**src/rtl/ahb_arbiter.sv**
```systemverilog
// Four-master AHB arbiter: round-robin grant selection with fixed-burst, lock and
// SPLIT/RETRY handling, plus the registered HMASTER/HMASTLOCK address-phase owner.
module ahb_arbiter #(
    parameter logic [1:0] DEFAULT_MASTER = 2'd0
) (
    input  logic       HCLK,
    input  logic       HRESET,
    input  logic [3:0] HBUSREQx,
    input  logic [3:0] HLOCKx,
    input  logic [1:0] HTRANS,
    input  logic [2:0] HBURST,
    input  logic       HREADY,
    input  logic [1:0] HRESP,
    input  logic [3:0] HSPLITx,
    output logic [3:0] HGRANTx,
    output logic [3:0] HMASTER,
    output logic       HMASTLOCK
);

    localparam logic [1:0] TR_IDLE   = 2'd0;
    localparam logic [1:0] TR_BUSY   = 2'd1;
    localparam logic [1:0] TR_NONSEQ = 2'd2;
    localparam logic [1:0] TR_SEQ    = 2'd3;
    localparam logic [1:0] RSP_SPLIT = 2'd3;

    logic [3:0] r_grant;
    logic [1:0] r_master;
    logic       r_mastlock;
    logic [3:0] r_split_mask;
    logic [3:0] r_beat_cnt;
    logic [1:0] r_rr_ptr;
    logic       r_force_arb;

    logic [1:0] w_gnt_idx;
    logic [3:0] w_eligible;
    logic [1:0] w_winner;
    logic [3:0] w_burst_len;
    logic       w_fixed_nonseq;
    logic       w_burst_ok;
    logic       w_resp_first;
    logic       w_arb_ok;
    logic [3:0] w_split_set;

    always_comb begin
        w_gnt_idx = 2'd0;
        for (int i = 0; i < 4; i++) begin
            if (r_grant[i]) w_gnt_idx = 2'(i);
        end
    end

    // Scan from farthest to nearest so the master closest after rr_ptr wins.
    assign w_eligible = HBUSREQx & ~r_split_mask;
    always_comb begin
        w_winner = DEFAULT_MASTER;
        for (int k = 4; k >= 1; k--) begin
            if (w_eligible[r_rr_ptr + 2'(k)]) w_winner = r_rr_ptr + 2'(k);
        end
    end

    always_comb begin
        case (HBURST)
            3'd2, 3'd3: w_burst_len = 4'd3;
            3'd4, 3'd5: w_burst_len = 4'd7;
            3'd6, 3'd7: w_burst_len = 4'd15;
            default:    w_burst_len = 4'd0;
        endcase
    end

    assign w_fixed_nonseq = (HTRANS == TR_NONSEQ) && (w_burst_len != 4'd0);
    assign w_burst_ok     = ((r_beat_cnt == 4'd0) && !w_fixed_nonseq) ||
                            ((r_beat_cnt == 4'd1) && (HTRANS == TR_SEQ));
    // First cycle of a two-cycle RETRY/SPLIT response (HREADY still low).
    assign w_resp_first   = HRESP[1] && !HREADY;
    assign w_arb_ok       = HREADY && (r_force_arb || (!HLOCKx[w_gnt_idx] && w_burst_ok));
    assign w_split_set    = (HRESP == RSP_SPLIT && !HREADY) ? (4'b0001 << r_master) : 4'b0000;

    always_ff @(posedge HCLK) begin
        if (HRESET) begin
            r_grant      <= 4'b0001 << DEFAULT_MASTER;
            r_master     <= DEFAULT_MASTER;
            r_mastlock   <= 1'b0;
            r_split_mask <= 4'b0000;
            r_beat_cnt   <= 4'd0;
            r_rr_ptr     <= DEFAULT_MASTER;
            r_force_arb  <= 1'b0;
        end else begin
            r_split_mask <= (r_split_mask & ~HSPLITx) | w_split_set;

            if (w_resp_first)
                r_force_arb <= 1'b1;
            else if (HREADY)
                r_force_arb <= 1'b0;

            if (w_resp_first) begin
                r_beat_cnt <= 4'd0;
            end else if (HREADY) begin
                case (HTRANS)
                    TR_NONSEQ: r_beat_cnt <= w_burst_len;
                    TR_SEQ:    if (r_beat_cnt != 4'd0) r_beat_cnt <= r_beat_cnt - 4'd1;
                    TR_IDLE:   r_beat_cnt <= 4'd0;
                    TR_BUSY:   r_beat_cnt <= r_beat_cnt;
                    default:   r_beat_cnt <= r_beat_cnt;
                endcase
            end

            if (w_arb_ok) begin
                r_grant  <= 4'b0001 << w_winner;
                r_rr_ptr <= w_winner;
            end

            // Address phase follows the grant held going into this edge.
            if (HREADY) begin
                r_master   <= w_gnt_idx;
                r_mastlock <= HLOCKx[w_gnt_idx];
            end
        end
    end

    assign HGRANTx   = r_grant;
    assign HMASTER   = {2'b00, r_master};
    assign HMASTLOCK = r_mastlock;

endmodule

```
**config.mk**
```make
export PLATFORM = sky130hd
export DESIGN_NAME = ahb_arbiter
export DESIGN_NICKNAME = d
export VERILOG_FILES = /design/src/rtl/ahb_arbiter.sv
export SDC_FILE = /design/constraint.sdc
export NUM_CORES = 1
export LEC_CHECK = 0
export CORE_ASPECT_RATIO = 1.5
export CORE_UTILIZATION = 30
export CTS_CLUSTER_DIAMETER = 60
export DETAILED_ROUTE_END_ITERATION = 12
export SYNTH_ARGS = -nofsm -noshare
export SYNTH_HDL_FRONTEND = slang
export SYNTH_SLANG_ARGS = --single-unit
```
**constraint.sdc**
```tcl
create_clock -name HCLK -period 3.14 [get_ports HCLK]
set_input_delay 0.471 -clock HCLK [delete_from_list [all_inputs] [get_ports HCLK]]
set_output_delay 0.471 -clock HCLK [all_outputs]
set_load 0.005 [all_outputs]
```
==> flow_summary.toml <==
[clock_tree]
clock_path_buffers = 2
cts_tree = "done"
cts_sinks = 18
clk_pin_slew_worst_paths_ns = 0.06
cts_buffers = 3
postCtsHoldBufs = 0
ctsResizeCount = 0
htreeDepth = 1
post-cts-setup-buffers = 0
clk_latency_ns = 0.25
root_buffer = "clkbuf_8"

[floorplanning]
dieArea_mm2 = 0.003693
fp.dieW_um = 49.95
core.rowCount = 25
core_area_mm2 = 0.003222
pin_count = 31
start_util_pct = 32.12
die_h_um = 73.93

[detailed_routing]
drt_iter0_markers = 31
dr.pass1.iters = 5
drc = 0
ant_nets = 0
via_per_inst = 5.076
via_count = 1000
drt_wl_total_um = 2459
wl_per_cell_um = 12.48

[layout]
fillers = 342
multi_input_area_um2 = 603.1
area_growth_pct = 33.74
drive_above_1_share_pct = 6.369
seq_area_um2 = 360.3
num-nets-final = 185
n_antenna_cell = 0
fin_util_pct = 42.95

[status]
status = "completed"

[yosys]
ys_top_cells_by_area = "dfxtp_1, nor2_1, ha_1"
synth_ff_type = "dfxtp_1"
syn-cell-area_mm2 = 0.001035
synth.most_common_cell = "dfxtp_1"
yosys.area.top_type = "dfxtp_1"
synth_warnings = 0
synth_top_area_share_pct = 34.82
ys_top_cells_by_count = "dfxtp_1, nor2_1, a21oi_1"
synth_seq_cells = 18
synth_edf_count = 0
synth_top_family_by_area = "simple AND/OR/NAND/NOR gates"
async_reset_ff_share_pct = 0
ys_seq_area_share_pct = 34.82
yosys.area_share.simple_pct = 27.21
post_synth.cell_area_avg_um2 = 8.084
synth_compound_gate_area_share_pct = 23.34
synthMuxAreaShare_pct = 0.9674
synth_fa_ha_area_share_pct = 6.046
syn_inst = 128
synth_xor_xnor_area_share_pct = 0
synth_cell_type_count = 37

[global_routing]
track_usage_pct = 13.87
grt_pass1_wl_um = 3898
grt_overflow_total = 0
first_global_vias = 934
grt_max_degree = 16
antenna_found_initial = 0

[sta]
setup_viol = 0
finalCritPeriodShare_pct = 73.41
fmax_mhz = 433.8
drv_slew = 0
worst_slew_pin_slew_ns = 0.8254
setup_tns_ns = 0
finalHoldViolCount = 0
slew_headroom_pct = 44.60
finalCriticalPeriod_ns = 2.305
rsz0062_at_grt = "no"
skew_ns = 0.003477

[worst_setup_path]
reg2reg_from = "HGRANTx[1]"
critPathArrivalTime_ns = 2.48
startpoint = "HREADY"
start_kind = "primary input"
reg2reg_to = "HGRANTx[1]"
crit_type = "in -> reg"
cp_max_fo = 11
r2r_slack_ns = 1.17
r2r_cells = 5
crit_required_ns = 3.31
endpoint_kind = "register"

[place]
hpwlAfterDp_um = 1900
gp_congestion = 0.7416
port_buffers = 27

[flow_run]
maxCapViolCount = 0

[min_path]
holdPathStages = 1
whs_endpoint = "HGRANTx[0]"
hp-start = "HGRANTx[0]"
hp-class = "reg -> reg"

[pwr]
cellPowerDensity_mw_per_mm2 = 414.6
peakVddDrop_mv = 0.2268
total_power_uw = 573.7
leakage_uw = 0.0005285
cell families after synthesis:
logic type | Yosys count
buf+inv | 14
simple gates | 54
mux | 1
compound gates | 35
flops | 18
fa+ha+maj | 5
other cells | 1
layout make-up:
| type | instances | area share, % |
|---|---|---|
| timing repair buffer | 28 | 20.07 |
| clock buffer | 4 | 3.978 |
| tap | 40 | 3.617 |
| inverter | 10 | 2.712 |
| multi-input combinational | 97 | 43.58 |
| sequential | 18 | 26.04 |
routing by layer:
metal	global-route usage [%]	part of all wire, %	vias to the layer above
li1	-	-	512
met1	14.46	44	458
met2	26.88	51	28
met3	2.454	4.8	2
met4	5.714	0.53	0
met5	0	0	-
cells in the final DEF (no fill, tap or decap), types with 4 or more instances in the layout:
cell type	synthesis	final
ha_1	5	5
clkdlybuf4s50_1	0	27
a21oi_1	11	11
nor2b_1	4	4
nand2_1	10	10
nor2_1	17	17
clkbuf_8	0	4
nor3_1	5	5
o21ai_0	7	7
inv_1	10	10
dfxtp_1	18	18
per-stage QoR:
| step | cells | hold WS, ns | setup WS [ns] | instance area [um2] |
|---|---|---|---|---|
| floorplan | 129 | 0.4636 | 1.260 | 1039 |
| detailed placement | 193 | 0.4542 | 0.5712 | 1329 |
| global route | 197 | 0.4943 | 0.5537 | 1384 |
| CTS | 197 | 0.4738 | 0.8316 | 1384 |
| finish | 197 | 0.4667 | 0.8349 | 1384 |
| global placement | 193 | 0.4522 | 0.6039 | 1329 |
how the worst max path moves through the flow:
stage | end | slack (ns) | depth (start not counted)
global route | r_beat_cnt[3] | 0.55 | 6
floorplan | HGRANTx[0] | 1.26 | 5
CTS | HGRANTx[1] | 0.83 | 5
detailed placement | HGRANTx[1] | 0.57 | 5
global placement | HGRANTx[1] | 0.60 | 5
finish | HGRANTx[1] | 0.83 | 5
power by group:
| group | internal [uW] | total (uW) | switching [uW] |
|---|---|---|---|
| Clock | 111 | 187 | 75.7 |
| Sequential | 242 | 257 | 14.4 |
| Combinational | 71.2 | 130 | 58.8 |
| Total | 425 | 574 | 149 |
critical path, stage by stage:
cell,delay (ns)
clkdlybuf4s50_1,0.70
o2111ai_2,0.22
o41a_1,0.53
or3b_1,0.41
a21oi_1,0.14
registers in the layout, summed over array words and instances (netlist names):
name,cells
HMASTLOCK,1
r_master,2
r_rr_ptr,2
r_force_arb,1
r_split_mask,4
HGRANTx,4
r_beat_cnt,4
Power figures use the tool's default switching activity.
